===== src/rtl/pll_reset_sequencer.sv =====
// Qualifies PLL lock and releases periph then core reset; release after SYNC+LOCK / SYNC+LOCK+GAP edges, no backpressure.
// Define PLL_RSTSEQ_LOSS_CNT_EN to add the saturating loss_count output.
module pll_reset_sequencer #(
    parameter int LOCK_CYCLES = 1024,
    parameter int GAP_CYCLES  = 16,
    parameter int SYNC_STAGES = 2
) (
    input  logic       clk,
    input  logic       rst_n,
    input  logic       locked,
    input  logic       ext_rst,
    output logic       periph_rst_n,
    output logic       core_rst_n,
    output logic       ready
`ifdef PLL_RSTSEQ_LOSS_CNT_EN
    ,
    output logic [7:0] loss_count
`endif
);

    localparam int MAX_CYC = (LOCK_CYCLES > GAP_CYCLES) ? LOCK_CYCLES : GAP_CYCLES;
    localparam int CW      = (MAX_CYC > 1) ? $clog2(MAX_CYC) : 1;
    localparam logic [CW-1:0] LOCK_LAST = CW'(LOCK_CYCLES - 1);
    localparam logic [CW-1:0] GAP_LAST  = CW'(GAP_CYCLES - 1);

    typedef enum logic [1:0] {
        S_WAIT_LOCK = 2'd0,
        S_STABLE    = 2'd1,
        S_GAP       = 2'd2,
        S_RUN       = 2'd3
    } state_t;

    logic [SYNC_STAGES-1:0] lock_sync_q;
    logic [SYNC_STAGES-1:0] ext_sync_q;
    logic                   locked_s;
    logic                   ext_s;
    logic                   abort;

    state_t        state_q, state_d;
    logic [CW-1:0] cnt_q, cnt_d;
    logic          periph_q, periph_d;
    logic          core_q, core_d;

    always_ff @(posedge clk or negedge rst_n) begin
        if (!rst_n) begin
            lock_sync_q <= '0;
            ext_sync_q  <= '0;
        end else begin
            lock_sync_q <= {lock_sync_q[SYNC_STAGES-2:0], locked};
            ext_sync_q  <= {ext_sync_q[SYNC_STAGES-2:0], ext_rst};
        end
    end

    assign locked_s = lock_sync_q[SYNC_STAGES-1];
    assign ext_s    = ext_sync_q[SYNC_STAGES-1];
    assign abort    = ext_s | ~locked_s;

    always_ff @(posedge clk or negedge rst_n) begin
        if (!rst_n) begin
            state_q  <= S_WAIT_LOCK;
            cnt_q    <= '0;
            periph_q <= 1'b0;
            core_q   <= 1'b0;
        end else begin
            state_q  <= state_d;
            cnt_q    <= cnt_d;
            periph_q <= periph_d;
            core_q   <= core_d;
        end
    end

    // Counter restarts at 0 on every state entry, so a lock glitch in STABLE requalifies from scratch.
    always_comb begin
        state_d = state_q;
        cnt_d   = cnt_q;
        case (state_q)
            S_WAIT_LOCK: begin
                if (!abort) begin
                    state_d = S_STABLE;
                    cnt_d   = '0;
                end
            end
            S_STABLE: begin
                if (abort) begin
                    state_d = S_WAIT_LOCK;
                    cnt_d   = '0;
                end else if (cnt_q == LOCK_LAST) begin
                    state_d = S_GAP;
                    cnt_d   = '0;
                end else begin
                    cnt_d = cnt_q + CW'(1);
                end
            end
            S_GAP: begin
                if (abort) begin
                    state_d = S_WAIT_LOCK;
                    cnt_d   = '0;
                end else if (cnt_q == GAP_LAST) begin
                    state_d = S_RUN;
                    cnt_d   = '0;
                end else begin
                    cnt_d = cnt_q + CW'(1);
                end
            end
            S_RUN: begin
                if (abort) begin
                    state_d = S_WAIT_LOCK;
                    cnt_d   = '0;
                end
            end
            default: begin
                state_d = S_WAIT_LOCK;
                cnt_d   = '0;
            end
        endcase
    end

    // Outputs are decoded from the next state so they flip on the same edge as the transition.
    always_comb begin
        periph_d = 1'b0;
        core_d   = 1'b0;
        if (state_d == S_GAP || state_d == S_RUN) begin
            periph_d = 1'b1;
        end
        if (state_d == S_RUN) begin
            core_d = 1'b1;
        end
    end

    assign periph_rst_n = periph_q;
    assign core_rst_n   = core_q;
    assign ready        = core_q;

`ifdef PLL_RSTSEQ_LOSS_CNT_EN
    logic       lock_loss;
    logic [7:0] loss_q, loss_d;

    // External requests take priority, so a simultaneous request and loss is not a counted loss.
    assign lock_loss = ((state_q == S_GAP) || (state_q == S_RUN)) && !ext_s && !locked_s;

    always_comb begin
        loss_d = loss_q;
        if (lock_loss && (loss_q != 8'hFF)) begin
            loss_d = loss_q + 8'd1;
        end
    end

    always_ff @(posedge clk or negedge rst_n) begin
        if (!rst_n) begin
            loss_q <= 8'd0;
        end else begin
            loss_q <= loss_d;
        end
    end

    assign loss_count = loss_q;
`endif

endmodule


===== config.mk =====
export PLATFORM = sky130hd
export DESIGN_NAME = pll_reset_sequencer
export DESIGN_NICKNAME = d
export VERILOG_FILES = /design/src/rtl/pll_reset_sequencer.sv
export SDC_FILE = /design/constraint.sdc
export NUM_CORES = 1
export LEC_CHECK = 0
export CAP_MARGIN = 20
export CORE_UTILIZATION = 40
export DETAILED_ROUTE_END_ITERATION = 10
export HOLD_SLACK_MARGIN = 0.08
export PLACE_DENSITY_LB_ADDON = 0.15
export SLEW_MARGIN = 10
export SYNTH_ARGS = -nofsm -noshare
export SYNTH_HDL_FRONTEND = slang
export SYNTH_SLANG_ARGS = --single-unit

===== constraint.sdc =====
create_clock -name clk -period 2.1 [get_ports clk]
set_input_delay 0.42 -clock clk [delete_from_list [all_inputs] [get_ports clk]]
set_output_delay 0.42 -clock clk [all_outputs]
set_load 0.01 [all_outputs]

==> flow_results.org <==
** Outcome
- Status :: completed

** STA
- Worst clock skew :: 0.00110 ns
- Final setup violation count :: 0
- Min cycle time layout :: 1.92 ns
- Final count of pins violating max slew :: 0
- Fmax :: 521 MHz
- In the finished design, the share of the clock period the worst path needs comes to 91.4%.
- Once routing completed, OpenROAD measured the worst setup slack at 0.181 ns.
- The total count of hold-check failures in the final report was 0.
- The worst pin sits at a relative slew slack of 66.2%.
- Setup repair after global routing missed its margin :: no
- At the pin with the least slew margin, the transition time is 0.494 ns.
- Setup total negative slack on the finished layout was measured at 0 ns.

** CTS
- After clock tree synthesis, the repair step resized 0 gates.
- Setup Fix Bufs, Post-CTS :: 0
- Clock transition at path regs :: 0.10 ns
- Buffer cell driving the clock tree root :: clkbuf_4
- Clock buffer depth :: 2
- CTS built an H-tree with a depth of 1.
- Clock tree synthesis inserted a total of 3 buffers.
- For this design, the CTS-stage hold fixing added 0 buffers.
- For the worst-skew pair, the clock arrives at the later sink with an insertion delay of 0.29 ns.
- TritonCTS clock tree :: built
- For this design, the sink count on the clock tree is 18.

** Power
- The worst-case IR drop observed on VDD is 0.398 mV.
- P per Cell Area :: 667 mW/mm2
- Static power due to leakage :: 0.501 nW

** Worst setup path
- Start of the worst register-to-register path :: cnt_q[5]
- The worst setup path is captured at a flip-flop.
- CP cell instances :: or4_4, o31a_1, o21ai_2, o211ai_1
- Required time of the critical path :: 2.28 ns
- Of all nets on the critical path, the largest fanout is 9.
- The slowest stage of the critical path is the or4_4 cell.
- Setup crit start :: cnt_q[5]
- Critical Path Source Type :: flip-flop
- On the worst path, the slowest cell contributes a delay of 0.56 ns.
- Worst Setup Path Type :: reg2reg
- Critical path data arrival time :: 2.10 ns

** Synthesis
- Synthesis produced a netlist whose cell count is 118.
- Number of library cell types mapped by synthesis :: 35
- Post-synthesis adder-cell area fraction :: 7.00%
- Ys async rst share :: 100%
- Yosys printed 0 warnings.
- After synthesis, the largest family of logic cells by area is simple AND/OR/NAND/NOR gates.
- The synthesized netlist devotes 1.63% of its cell area to XOR and XNOR gates.
- Multiplexer area fraction after synthesis :: 0%
- EDFF count, synth :: 0
- A synthesized cell averages 9.09 um2.
- Synthesized net count :: 128
- Primary FF master, synth :: dfrtp_1
- Counting flops and latches in the post-synthesis netlist gives 18.
- The synthesized netlist devotes 21.4% of its cell area to compound gates.
- Summing every instance area after synthesis gives 0.00107 mm2.
- Sequential elements use 42.0% of the synthesized area.
- Simple-Gate Fraction of Synth Area :: 22.2%

** Detailed routing
- Residual DRC count :: 0
- Detailed routing inserted a total of 887 vias.
- Post-DR vias/cell :: 5.72
- Dividing the detail-routed wire length by the instance count gives 14.1 um.
- For this block, the routed nets add up to 2190 um of wire.
- The count of nets left with antenna violations once routing finished came out at 0.
- The first routing iteration left 23 violations.
- For this run, the detailed router's first-pass iteration total came to 4.

** Place
- The placed instances occupy a cell area of 0.00116 mm2.
- DPL Wire Length :: 1620 um
- Post-Place Setup Slack :: 0.200 ns
- Number of cells after detailed placement :: 151
- Routability-driven placement finished with a final weighted congestion of 0.847.
- During placement, the flow inserted port buffers numbering 6.

** Floorplanning
- Starting Density :: 42.9%
- Number of standard-cell rows in the floorplan :: 18
- The die is 53.8 um wide.
- The floorplan step defined a core boundary enclosing 0.00250 mm2.
- Die Span Y :: 53.8 um
- Number of top-level pins :: 7
- Total Die Area :: 0.00289 mm2

** Cells and area
- Final std cells w/o fill :: 155
- For this run, the post-layout net count is 136.
- Filler cells :: 252
- Layout overhead on the synthesized area :: 11.6%
- Design area :: 0.00120 mm2
- Share of cells above drive strength 1 :: 8.80%
- Commonest cells after routing, fill and taps aside :: dfrtp_1 (18), nand2_1 (17), nand3_1 (9)
- Commonest non-fill, non-tap cell in the layout :: dfrtp_1
- Cells fill 47.8% of the core in the end.
- Number of antenna repair diodes :: 0

** Job
- Max-Cap Viols :: 0

** Worst hold path
- Worst min-delay path class :: reg2reg
- The worst hold path begins at ext_sync_q[0].

** Global route
- After global routing the overflow that remains totals 0.
- The via count of the first global-routing pass came to 853.
- The first global-routing pass estimated 3710 um of wire.
- Global routing consumed, over all layers together, 18.0% of the routing resources.
- Pin count of the biggest net entering global routing :: 19
- The initial antenna violation count was 0.
## cells by family after synthesis
family	count (synthesis)
AND/OR/NAND/NOR	49
AO/OA/AOI/OAI	30
flip-flops	18
buffers and inverters	13
adder cells (fa/ha/maj)	6
XOR/XNOR	2
## critical path: cells and delay by family (launching register included)
kind / cells / cell delay [ns]
AND/OR/NAND/NOR: 1 / 0.56
flip-flops: 1 / 0.45
AO/OA/AOI/OAI: 3 / 0.79
## synth_stat cells (2+ instances only)
cell	number	area share (%)
o311ai_1	3	2.5
nor3_1	4	1.9
inv_1	6	2.1
o2111ai_1	6	4.9
buf_2	2	0.93
xnor2_1	2	1.6
nand3_1	9	4.2
nand2_1	17	6.0
ha_1	6	7.0
nor2_1	8	2.8
o211ai_1	3	2.1
o21ai_1	4	1.9
clkbuf_1	3	1.1
dfrtp_1	18	42
nand2b_1	2	1.2
a2111oi_0	2	1.6
o31a_1	2	1.6
or3_1	2	1.2
a21oi_1	3	1.4
## through the flow
stage | total power (W) | hold slack (ns)
after floorplan | 0.000523 | 0.124
after CTS | 0.000803 | 0.362
after global placement | 0.000590 | 0.333
final | 0.000798 | 0.360
after detailed placement | 0.000589 | 0.338
after global routing | 0.000849 | 0.380
## power by group
group	switching, W	internal [W]
Sequential	0.0000147	0.000360
Combinational	0.000137	0.0000736
Clock	0.000108	0.000106
## metal layers
layer	wire, um	global-route usage, %	share of wire (%)
met3	36	1.69	1.6
met5	0	0	0
met2	976	27.4	45
met1	1120	24.4	51
met4	57	11.4	2.6
## registers in the layout, indices dropped and copies added (netlist names)
signal and flops:
cnt_q 10, core_rst_n 1, ext_sync_q 2, lock_sync_q 2, periph_rst_n 1, state_q 2
## layout make-up
class	count	area, um2	area share [%]
Timing Repair Buffer	10	90.1	7.53
Multi-Input combinational cell	87	559	46.8
Sequential cell	18	450	37.7
Tap cell	30	37.5	3.14
Clock buffer	4	36.3	3.03
Inverter	6	22.5	1.88
## worst paths after layout
| kind | to | slack, ns | depth (start not counted) |
|---|---|---|---|
| min in group asynchronous | state_q[0] | 0.45 | 2 |
| min | ext_sync_q[1] | 0.36 | 0 |
| max in group asynchronous | cnt_q[7] | 1.46 | 2 |
| min reg2reg | ext_sync_q[1] | 0.36 | 0 |
| max | cnt_q[4] | 0.18 | 4 |
| max reg2reg | cnt_q[4] | 0.18 | 4 |
Power figures use the tool's default switching activity.
